**src/rtl/filter_test_sequencer_if.sv**
```systemverilog
// rtl/filter_test_sequencer_if.sv - control, generator, sample and result signals of the delay-sweep sequencer
interface filter_test_sequencer_if #(
    parameter int DELAY_W    = 8,
    parameter int DATA_W     = 20,
    parameter int N_STEPS    = 4,
    parameter int WINDOW_CYC = 256
);
    localparam int STEP_W = $clog2(N_STEPS) + 1;
    localparam int IDX_W  = $clog2(WINDOW_CYC) + 1;

    logic               start;
    logic               abort;
    logic [DELAY_W-1:0] cfg_delay_base;
    logic [DELAY_W-1:0] cfg_delay_step;
    logic               cfg_overlay;
    logic               cfg_rate;
    logic               test_overlay;
    logic               test_rate;
    logic [DELAY_W-1:0] test_delay;
    logic [DATA_W-1:0]  filt_data;
    logic               res_valid;
    logic               res_ready;
    logic [STEP_W-1:0]  res_step;
    logic [DATA_W-1:0]  res_peak;
    logic [IDX_W-1:0]   res_peak_idx;
    logic               busy;
    logic               done;

    modport slave (
        input  start, abort, cfg_delay_base, cfg_delay_step, cfg_overlay, cfg_rate,
               filt_data, res_ready,
        output test_overlay, test_rate, test_delay, res_valid, res_step, res_peak,
               res_peak_idx, busy, done
    );

    modport master (
        output start, abort, cfg_delay_base, cfg_delay_step, cfg_overlay, cfg_rate,
               filt_data, res_ready,
        input  test_overlay, test_rate, test_delay, res_valid, res_step, res_peak,
               res_peak_idx, busy, done
    );
endinterface

```
**src/rtl/filter_test_sequencer.sv**
```systemverilog
// rtl/filter_test_sequencer.sv - steps the test generator through a delay sweep and reports the filter peak per step
module filter_test_sequencer #(
    parameter int DELAY_W    = 8,
    parameter int DATA_W     = 20,
    parameter int N_STEPS    = 4,
    parameter int SETTLE_CYC = 16,
    parameter int WINDOW_CYC = 256
) (
    input  logic                    clk,
    input  logic                    reset,
    filter_test_sequencer_if.slave  bus
);
    localparam int STEP_W = $clog2(N_STEPS) + 1;
    localparam int IDX_W  = $clog2(WINDOW_CYC) + 1;
    localparam int MAXC   = (SETTLE_CYC > WINDOW_CYC) ? SETTLE_CYC : WINDOW_CYC;
    localparam int CNT_W  = $clog2(MAXC) + 1;

    typedef enum logic [2:0] {S_IDLE, S_CONFIG, S_SETTLE, S_CAPTURE, S_REPORT} state_t;

    state_t                    state_q, state_d;
    logic [STEP_W-1:0]         step_q, step_d;
    logic [DELAY_W-1:0]        acc_q, acc_d;
    logic [DELAY_W-1:0]        inc_q, inc_d;
    logic                      ov_q, ov_d;
    logic                      rt_q, rt_d;
    logic [DELAY_W-1:0]        tdel_q, tdel_d;
    logic                      tov_q, tov_d;
    logic                      trt_q, trt_d;
    logic [CNT_W-1:0]          cnt_q, cnt_d;
    logic signed [DATA_W-1:0]  peak_q, peak_d;
    logic [IDX_W-1:0]          idx_q, idx_d;
    logic                      done_q, done_d;

    always_ff @(posedge clk or negedge reset) begin
        if (!reset) begin
            state_q <= S_IDLE;
            step_q  <= '0;
            acc_q   <= '0;
            inc_q   <= '0;
            ov_q    <= 1'b0;
            rt_q    <= 1'b0;
            tdel_q  <= '0;
            tov_q   <= 1'b0;
            trt_q   <= 1'b0;
            cnt_q   <= '0;
            peak_q  <= '0;
            idx_q   <= '0;
            done_q  <= 1'b0;
        end else begin
            state_q <= state_d;
            step_q  <= step_d;
            acc_q   <= acc_d;
            inc_q   <= inc_d;
            ov_q    <= ov_d;
            rt_q    <= rt_d;
            tdel_q  <= tdel_d;
            tov_q   <= tov_d;
            trt_q   <= trt_d;
            cnt_q   <= cnt_d;
            peak_q  <= peak_d;
            idx_q   <= idx_d;
            done_q  <= done_d;
        end
    end

    always_comb begin
        state_d = state_q;
        step_d  = step_q;
        acc_d   = acc_q;
        inc_d   = inc_q;
        ov_d    = ov_q;
        rt_d    = rt_q;
        tdel_d  = tdel_q;
        tov_d   = tov_q;
        trt_d   = trt_q;
        cnt_d   = cnt_q;
        peak_d  = peak_q;
        idx_d   = idx_q;
        done_d  = 1'b0;
        case (state_q)
            S_IDLE: begin
                if (bus.start && !bus.abort) begin
                    acc_d   = bus.cfg_delay_base;
                    inc_d   = bus.cfg_delay_step;
                    ov_d    = bus.cfg_overlay;
                    rt_d    = bus.cfg_rate;
                    step_d  = '0;
                    state_d = S_CONFIG;
                end
            end
            S_CONFIG: begin
                // acc_q already holds base + step*inc (mod 2^DELAY_W)
                tdel_d  = acc_q;
                tov_d   = ov_q;
                trt_d   = rt_q;
                cnt_d   = '0;
                peak_d  = {1'b1, {(DATA_W-1){1'b0}}};
                idx_d   = '0;
                state_d = S_SETTLE;
            end
            S_SETTLE: begin
                if (cnt_q == CNT_W'(SETTLE_CYC - 1)) begin
                    cnt_d   = '0;
                    state_d = S_CAPTURE;
                end else begin
                    cnt_d = cnt_q + CNT_W'(1);
                end
            end
            S_CAPTURE: begin
                if ($signed(bus.filt_data) > peak_q) begin
                    peak_d = $signed(bus.filt_data);
                    idx_d  = IDX_W'(cnt_q);
                end
                if (cnt_q == CNT_W'(WINDOW_CYC - 1)) begin
                    state_d = S_REPORT;
                end else begin
                    cnt_d = cnt_q + CNT_W'(1);
                end
            end
            S_REPORT: begin
                if (bus.res_ready) begin
                    if (step_q == STEP_W'(N_STEPS - 1)) begin
                        state_d = S_IDLE;
                        done_d  = 1'b1;
                        tdel_d  = '0;
                        tov_d   = 1'b0;
                        trt_d   = 1'b0;
                    end else begin
                        step_d  = step_q + STEP_W'(1);
                        acc_d   = acc_q + inc_q;
                        state_d = S_CONFIG;
                    end
                end
            end
            default: state_d = S_IDLE;
        endcase
        // abort overrides everything, including a same-cycle handshake
        if (state_q != S_IDLE && bus.abort) begin
            state_d = S_IDLE;
            done_d  = 1'b0;
            tdel_d  = '0;
            tov_d   = 1'b0;
            trt_d   = 1'b0;
        end
    end

    assign bus.test_delay   = tdel_q;
    assign bus.test_overlay = tov_q;
    assign bus.test_rate    = trt_q;
    assign bus.res_valid    = (state_q == S_REPORT);
    assign bus.res_step     = step_q;
    assign bus.res_peak     = peak_q;
    assign bus.res_peak_idx = idx_q;
    assign bus.busy         = (state_q != S_IDLE);
    assign bus.done         = done_q;
endmodule

```
**src/flat_wrapper.sv**
```systemverilog
// flat-port wrapper written by rule: the top's interface ports become plain ports
module filter_test_sequencer_flat 
#(
    parameter int DELAY_W    = 8,
    parameter int DATA_W     = 20,
    parameter int N_STEPS    = 4,
    parameter int SETTLE_CYC = 16,
    parameter int WINDOW_CYC = 256
)
  (clk, reset, bus_start, bus_abort, bus_cfg_delay_base, bus_cfg_delay_step, bus_cfg_overlay, bus_cfg_rate, bus_filt_data, bus_res_ready, bus_test_overlay, bus_test_rate, bus_test_delay, bus_res_valid, bus_res_step, bus_res_peak, bus_res_peak_idx, bus_busy, bus_done);
  filter_test_sequencer_if #(.DELAY_W(DELAY_W), .DATA_W(DATA_W), .N_STEPS(N_STEPS), .WINDOW_CYC(WINDOW_CYC)) bus_i ();
  input  logic clk;
  input  logic reset;
  input wire logic [$bits(bus_i.start)-1:0] bus_start;
  input wire logic [$bits(bus_i.abort)-1:0] bus_abort;
  input wire logic [$bits(bus_i.cfg_delay_base)-1:0] bus_cfg_delay_base;
  input wire logic [$bits(bus_i.cfg_delay_step)-1:0] bus_cfg_delay_step;
  input wire logic [$bits(bus_i.cfg_overlay)-1:0] bus_cfg_overlay;
  input wire logic [$bits(bus_i.cfg_rate)-1:0] bus_cfg_rate;
  input wire logic [$bits(bus_i.filt_data)-1:0] bus_filt_data;
  input wire logic [$bits(bus_i.res_ready)-1:0] bus_res_ready;
  output wire logic [$bits(bus_i.test_overlay)-1:0] bus_test_overlay;
  output wire logic [$bits(bus_i.test_rate)-1:0] bus_test_rate;
  output wire logic [$bits(bus_i.test_delay)-1:0] bus_test_delay;
  output wire logic [$bits(bus_i.res_valid)-1:0] bus_res_valid;
  output wire logic [$bits(bus_i.res_step)-1:0] bus_res_step;
  output wire logic [$bits(bus_i.res_peak)-1:0] bus_res_peak;
  output wire logic [$bits(bus_i.res_peak_idx)-1:0] bus_res_peak_idx;
  output wire logic [$bits(bus_i.busy)-1:0] bus_busy;
  output wire logic [$bits(bus_i.done)-1:0] bus_done;
  assign bus_i.start = bus_start;
  assign bus_i.abort = bus_abort;
  assign bus_i.cfg_delay_base = bus_cfg_delay_base;
  assign bus_i.cfg_delay_step = bus_cfg_delay_step;
  assign bus_i.cfg_overlay = bus_cfg_overlay;
  assign bus_i.cfg_rate = bus_cfg_rate;
  assign bus_i.filt_data = bus_filt_data;
  assign bus_i.res_ready = bus_res_ready;
  assign bus_test_overlay = bus_i.test_overlay;
  assign bus_test_rate = bus_i.test_rate;
  assign bus_test_delay = bus_i.test_delay;
  assign bus_res_valid = bus_i.res_valid;
  assign bus_res_step = bus_i.res_step;
  assign bus_res_peak = bus_i.res_peak;
  assign bus_res_peak_idx = bus_i.res_peak_idx;
  assign bus_busy = bus_i.busy;
  assign bus_done = bus_i.done;
  filter_test_sequencer #(.DELAY_W(DELAY_W), .DATA_W(DATA_W), .N_STEPS(N_STEPS), .SETTLE_CYC(SETTLE_CYC), .WINDOW_CYC(WINDOW_CYC)) u_core (.clk(clk), .reset(reset), .bus(bus_i));
endmodule
```
**config.mk**
```make
export PLATFORM = sky130hd
export DESIGN_NAME = filter_test_sequencer_flat
export DESIGN_NICKNAME = d
export VERILOG_FILES = /design/src/rtl/filter_test_sequencer_if.sv /design/src/rtl/filter_test_sequencer.sv /design/src/flat_wrapper.sv
export SDC_FILE = /design/constraint.sdc
export NUM_CORES = 1
export LEC_CHECK = 0
export BUFFER_PORTS_ARGS = -buffer_cell sky130_fd_sc_hd__buf_2
export CAP_MARGIN = 5
export CORE_MARGIN = 5
export CORE_UTILIZATION = 37
export CTS_CLUSTER_DIAMETER = 200
export DETAILED_ROUTE_END_ITERATION = 10
export GPL_TIMING_DRIVEN = 1
export HOLD_SLACK_MARGIN = 0.1
export SLEW_MARGIN = 20
export SYNTH_ARGS = -nofsm -noshare
export SYNTH_HDL_FRONTEND = slang
export SYNTH_SLANG_ARGS = --single-unit
```
**constraint.sdc**
```tcl
create_clock -name clk -period 6.3 [get_ports clk]
set_clock_uncertainty 0.15 [all_clocks]
set_input_delay 0 -clock clk [delete_from_list [all_inputs] [get_ports clk]]
set_output_delay 0 -clock clk [all_outputs]
set_load 0.005 [all_outputs]
```
==> results of run 1 <==
-- worst reg2reg max path, delay by kind of cell, from the launching register on --
kind	cells	cell delay [ns]
buffers and inverters	2	0.32
adder cells (fa/ha/maj)	1	0.32
flip-flops	1	0.35
multiplexers	1	0.36
AO/OA/AOI/OAI	4	1.07
AND/OR/NAND/NOR	1	0.12
-- power groups by stage --
stage          Combinational, mW  Clock [mW]  Sequential (mW)
2_1_floorplan              0.344           0            0.620
3_3_place_gp               0.483           0            0.630
3_5_place_dp               0.496           0            0.632
4_1_cts                    0.519       0.416            0.624
5_1_grt                    0.579       0.440            0.637
6_report                   0.514       0.401            0.624
-- path summary, 6_finish.rpt --
path	startpoint	to	slack [ns]
min in group clk	bus_cfg_delay_step[3]	u_core.inc_q[3]	0.26
setup reg to reg	u_core.bus.res_peak[7]	u_core.bus.res_peak[14]	3.50
max in group asynchronous	reset	u_core.inc_q[6]	5.18
hold / removal	reset	u_core.bus.res_peak_idx[7]	0.19
setup / recovery	u_core.bus.res_peak[7]	u_core.bus.res_peak[14]	3.50
hold reg to reg	u_core.rt_q	u_core.bus.test_rate	0.34
-- final cells by class --
| type | count | area share (%) |
|---|---|---|
| tap | 140 | 3.34 |
| inverter | 37 | 2.65 |
| timing repair buffer | 131 | 16.8 |
| clock inverter | 6 | 1.57 |
| sequential | 73 | 34.8 |
| clock buffer | 10 | 2.43 |
| multi-input combinational | 268 | 38.3 |
-- cells in the final DEF (no fill, tap or decap), types with 3 or more instances in the layout --
cell,n
o21ai_0,20
ha_1,31
a21oi_1,20
clkbuf_8,9
a31oi_1,5
inv_1,37
nand2_1,30
or3_1,6
and3_1,3
nand2b_1,3
mux2i_1,6
clkinv_2,3
nor2b_1,12
a22o_1,10
nor3_1,3
mux2_4,7
nor2_1,37
dlygate4sd3_1,43
xor2_1,3
dfrtp_1,73
nand4_1,5
nand3_1,6
mux2_2,29
buf_2,86
-- logic make-up after synthesis --
logic type               synth area share (%)
AO/OA/AOI/OAI                            12.6
XOR/XNOR                                0.866
adder cells (fa/ha/maj)                  10.1
buffers and inverters                    5.47
flip-flops                               45.1
multiplexers                             12.1
AND/OR/NAND/NOR                          13.7
-- synth_stat cells, types with 2 or more instances --
master	instances
dfrtp_1	73
inv_1	37
nor2_1	37
ha_1	31
nand2_1	30
mux2_2	29
a21oi_1	20
o21ai_0	20
nor2b_1	12
a22o_1	10
mux2_4	7
buf_2	6
clkbuf_1	6
mux2i_1	6
nand3_1	6
or3_1	6
a31oi_1	5
nand4_1	5
and3_1	3
nand2b_1	3
nor3_1	3
xor2_1	3
a21boi_0	2
and2b_1	2
buf_6	2
nand3b_1	2
o21ai_1	2
o21bai_1	2
o22ai_1	2
-- flip-flops by register name, summed over array words and instances, names as in the netlist --
register	flops
u_core.acc_q	8
u_core.bus.done	1
u_core.bus.res_peak	20
u_core.bus.res_peak_idx	9
u_core.bus.res_step	3
u_core.bus.test_delay	8
u_core.bus.test_overlay	1
u_core.bus.test_rate	1
u_core.cnt_q	9
u_core.inc_q	8
u_core.ov_q	1
u_core.rt_q	1
u_core.state_q	3
-- layer usage --
| metal | global-route usage, % | routed length (µm) | vias up |
|---|---|---|---|
| met5 | 0 | 0 | - |
| met2 | 25.3 | 4610 | 99 |
| met1 | 19.3 | 4260 | 1558 |
| met4 | 4.51 | 99 | 0 |
| li1 | - | - | 1621 |
| met3 | 3.59 | 593 | 8 |
==> qor.csv, run 1 <==
stage,metric,value,unit
detailed_routing,DRT Pass-1 Iters,4,
clock_network,clock sinks,73,
sta,min Tclk post-route,2.80,ns
logic_synthesis,Post-Synthesis Mean Instance Area,10.3,µm²
logic_synthesis,Synthesized Nets,468,
die,DIE WIDTH,115,µm
min_path,Hold Crit Class,in -> async,
power,Power Total,1.54,mW
clock_network,CTS tree,done,
clock_network,CTS Root Buffer Type,clkbuf_8,
power,Peak VDD IR,150,µV
final_layout,area occupied by multi-input gates,2010,µm²
detailed_routing,vias per cell,4.94,
detailed_routing,drt drc,0,
logic_synthesis,Netlist cell types,50,
logic_synthesis,Synth area leader,dfrtp_1,
critical_path,WP data required,6.38,ns
logic_synthesis,synth top area cells,"dfrtp_1 (45%), ha_1 (9.6%), mux2_2 (8.1%), inv_1 (3.4%), nor2_1 (3.4%)",
global_route,gr usage total,15.1,%
placement,HPWL after detailed placement,6.66,mm
critical_path,WS Path Type,reg -> reg,
critical_path,Levels on crit path,9,
power,Pwr Density,293,nW/µm²
clock_network,clock latency at the later pin of the worst-skew pair,0.35,ns
global_route,gr ovfl total,0,
clock_network,Post-CTS Resized,0,
critical_path,combined buffer and inverter count along the critical path,2,
placement,IO buf count,87,
sta,fin crit share,44.5,%
detailed_routing,total vias in the final route,3286,
final_layout,fin area,5250,µm²
sta,Worst Slack Setup Final,3.50,ns
critical_path,crit-path leading delay family,compound AO/OA/AOI/OAI gates,
die,Starting Density,37.5,%
placement,Post-Place Cells,605,
sta,Final Hold Viols,0,
logic_synthesis,post-synth top area share,45.1,%
power,Int Pwr,1.03,mW
run_status,status,"complete, no violations",
final_layout,Finished Layout Cells,665,
die,# rows,38,
placement,Post-DP Area,4590,µm²
final_layout,Final nets,595,
final_layout,Ant. Diodes,0,
critical_path,critical-path maximum fanout,15,
die,die area,13100,µm²
sta,setup violators final,0,
detailed_routing,Routed WL per cell,14.4,µm
clock_network,total CTS buffers,9,
critical_path,R2R depth,9,
logic_synthesis,Yosys reg bits,73,
sta,Slew @ Worst Pin,1.02,ns
logic_synthesis,Gate Count Post-Synth,393,
critical_path,CP peak stage delay,0.57,ns
logic_synthesis,Synth Flop Type,dfrtp_1,
clock_network,setup bufs post-CTS,0,
logic_synthesis,"FFs w/ async S/R, synth",100,%
final_layout,FF+latch area,1830,µm²
sta,Peak Freq,357,MHz
placement,Final GP Congestion,0.785,
final_layout,Final Util,48.6,%
sta,worst hold margin,0.193,ns
die,die height,115,µm
critical_path,critical path capture point type,flop,
clock_network,CTS Hold Bufs,43,
power,leak pwr,2.62,nW
global_route,first-pass GRT wire length,15.7,mm
final_layout,fill count,1005,
sta,RSZ-0062 raised after global routing,false,
detailed_routing,drt total wl,9.56,mm
power,combinational share of power,33.4,%
logic_synthesis,YS warnings,0,
sta,slew margin rel.,32.1,%
global_route,largest net degree at the start of global routing,74,
detailed_routing,Final ANT Viol Nets,0,
die,I/O pin count,88,
final_layout,share of cells above drive strength 1,28.0,%
clock_network,Clock transition at path regs,0.08,ns
clock_network,H-tree depth,3,
critical_path,Crit path arrival time,2.88,ns
critical_path,CP startpoint kind,flop,
run,Max Cap Viol,0,
placement,Post-Place Worst Slack,3.32,ns
die,core area,10800,µm²
logic_synthesis,"EDFF count, synth",0,
power,Seq pwr share,40.6,%
sta,final-report max-slew violation count,0,
critical_path,Worst path slowest cell,o221ai_4,
global_route,initial antenna violation count,0,
final_layout,Area Growth Syn to Fin,29.6,%
power,switching fraction of total power,32.9,%
critical_path,CP Cell Sequence,inv_1 > ha_1 > a21oi_1 > o21ai_0 > a211oi_1 > nor3_1 > o221ai_4 > buf_8 > mux2_2,
logic_synthesis,Mapped Area,4050,µm²
sta,post-route setup TNS,0,ns
logic_synthesis,post-synthesis sequential area ratio,45.1,%
global_route,number of global-route vias before repair,3300,
clock_network,CTS Buffer Depth,2,
power,Clk pwr share,26.0,%
detailed_routing,DR iter-0 viols,142,
power,NetSw,0.507,mW
Note: power is estimated with default switching activity, not from simulation.
==> inputs of run 2 (changes only) <==
clock period = 2.6 ns   (was 6.3 ns; I/O delays follow)
==> run 2 against run 1 <==
Sequential share of layout area down 0.64 points; via count rose by 0.18%; sequential cell count did not move; sequential power is 140% higher; critical path type unchanged; largest power group unchanged; highest routed layer unchanged.
==> qor.csv, run 2 (same netlist as run 1, synthesis figures left out) <==
stage,metric,value,unit,change
sta,post-route setup TNS,0,ns,unchanged
global_route,gr ovfl total,0,,unchanged
detailed_routing,DR iter-0 viols,152,,+7.0%
min_path,Hold Crit Class,in -> async,,
power,leak pwr,2.69,nW,+2.5%
die,# rows,38,,unchanged
critical_path,Crit path arrival time,2.53,ns,-0.35 ns
clock_network,CTS tree,done,,
power,Pwr Density,707,nW/µm²,+140%
detailed_routing,Final ANT Viol Nets,0,,unchanged
clock_network,H-tree depth,3,,unchanged
placement,Post-Place Cells,618,,+2.1%
clock_network,clock latency at the later pin of the worst-skew pair,0.35,ns,about the same
global_route,number of global-route vias before repair,3371,,+2.2%
critical_path,critical-path maximum fanout,11,,-4
die,DIE WIDTH,115,µm,unchanged
detailed_routing,drt total wl,9.38,mm,-1.8%
placement,Final GP Congestion,0.779,,-0.84%
final_layout,Final nets,606,,+1.8%
critical_path,CP startpoint kind,flop,,
global_route,first-pass GRT wire length,15.9,mm,+0.97%
clock_network,setup bufs post-CTS,0,,unchanged
final_layout,area occupied by multi-input gates,2020,µm²,+0.37%
final_layout,Ant. Diodes,0,,unchanged
sta,Final Hold Viols,0,,unchanged
sta,slew margin rel.,37.4,%,+5.3 points
sta,worst hold margin,0.178,ns,-0.0154 ns
global_route,gr usage total,15.0,%,-0.14 points
power,Peak VDD IR,370,µV,+150%
detailed_routing,DRT Pass-1 Iters,4,,unchanged
critical_path,R2R Path Start,u_core.bus.res_peak[19],,
sta,min Tclk post-route,2.46,ns,-0.343 ns
final_layout,most frequent cells in the layout,"buf_2 (86), dfrtp_1 (73), dlygate4sd3_1 (42)",,
final_layout,"commonest non-fill, non-tap cell in the layout",buf_2,,
die,die height,115,µm,unchanged
sta,Peak Freq,407,MHz,+14%
die,core area,10800,µm²,unchanged
critical_path,crit path from,u_core.bus.res_peak[19],,
run_status,status,"complete, no violations",,
clock_network,clock sinks,73,,unchanged
sta,fin crit share,94.6,%,+50 points
detailed_routing,Routed WL per cell,13.9,µm,-3.4%
placement,IO buf count,87,,unchanged
die,I/O pin count,88,,unchanged
global_route,initial antenna violation count,0,,unchanged
critical_path,critical path capture point type,flop,,
critical_path,CP peak stage delay,0.37,ns,-0.20 ns
die,Starting Density,37.5,%,unchanged
detailed_routing,drt drc,0,,unchanged
critical_path,WP data required,2.67,ns,-3.71 ns
final_layout,fill count,973,,-3.2%
critical_path,CP Cell Sequence,inv_1 > ha_1 > nand4_1 > nor4_4 > a21oi_1 > o221ai_4 > buf_4 > mux2_2,,
power,Power Total,3.78,mW,+150%
final_layout,max FFs per register,20,,unchanged
final_layout,FF+latch area,1830,µm²,unchanged
clock_network,Clock transition at path regs,0.08,ns,about the same
clock_network,CTS Root Buffer Type,clkbuf_8,,
sta,RSZ-0062 raised after global routing,false,,
global_route,largest net degree at the start of global routing,74,,unchanged
sta,setup violators final,0,,unchanged
final_layout,Area Growth Syn to Fin,32.0,%,
detailed_routing,total vias in the final route,3292,,+0.18%
detailed_routing,vias per cell,4.87,,-1.4%
die,die area,13100,µm²,unchanged
sta,final-report max-slew violation count,0,,unchanged
final_layout,Finished Layout Cells,676,,+1.7%
placement,HPWL after detailed placement,6.64,mm,-0.30%
clock_network,CTS Buffer Depth,2,,unchanged
clock_network,total CTS buffers,9,,unchanged
critical_path,Worst path slowest cell,dfrtp_1,,
final_layout,Final Util,49.5,%,+0.90 points
final_layout,share of cells above drive strength 1,29.7,%,+1.7 points
critical_path,WS Path Type,reg -> reg,,
sta,Slew @ Worst Pin,0.939,ns,-0.0796 ns
run,Max Cap Viol,0,,unchanged
run 2: cell type report:
cell class	instances	area share, %
Sequential cell	73	34.2
Inverter	37	2.60
Clock buffer	10	2.58
Timing Repair Buffer	142	17.9
Multi-Input combinational cell	268	37.8
Tap cell	140	3.28
Clock inverter	6	1.69
run 2: power breakdown:
part | total (mW) | internal, mW | switching (mW) | leakage [nW]
registers | 1.51 | 1.36 | 0.154 | 0.954
logic | 1.25 | 0.625 | 0.630 | 1.62
clock network | 1.02 | 0.570 | 0.446 | 0.113
run 2: stage by stage:
step	cell area [µm²]	setup WS [ns]
detailed placement	4690	0.146
finish	5340	0.140
floorplan	4050	0.231
global placement	4690	0.195
CTS	5340	0.124
global route	5340	0.0143
run 2: final timing paths:
path | endpoint | slack, ns | depth (start not counted)
worst max-delay path | u_core.bus.res_peak[14] | 0.14 | 8
worst min-delay path | u_core.cnt_q[3] | 0.18 | 2
worst max register to register | u_core.bus.res_peak[14] | 0.14 | 8
worst min register to register | u_core.bus.test_overlay | 0.35 | 1
max in group asynchronous | u_core.bus.res_peak[14] | 1.50 | 2
min in group clk | u_core.inc_q[3] | 0.26 | 3
run 2: what timing repair did:
action                     4_1_cts  5_1_grt
setup endpoints to repair        0        4
hold buffers                    42        0
hold endpoints to repair       115        0
resized for setup                0        1
run 2: routing by layer:
layer / global-route usage, % / vias up / routed length (µm)
met5: 0 / - / 0
li1: - / 1644 / -
met2: 24.8 / 71 / 4440
met4: 3.80 / 0 / 63
met3: 3.86 / 9 / 503
met1: 19.4 / 1568 / 4380
run 2: critical path: cells and delay by family (launching register included):
family	cells	cell delay (ns)
fa+ha+maj	1	0.36
mux	1	0.36
compound gates	2	0.24
flops	1	0.37
buf+inv	2	0.30
simple gates	2	0.55
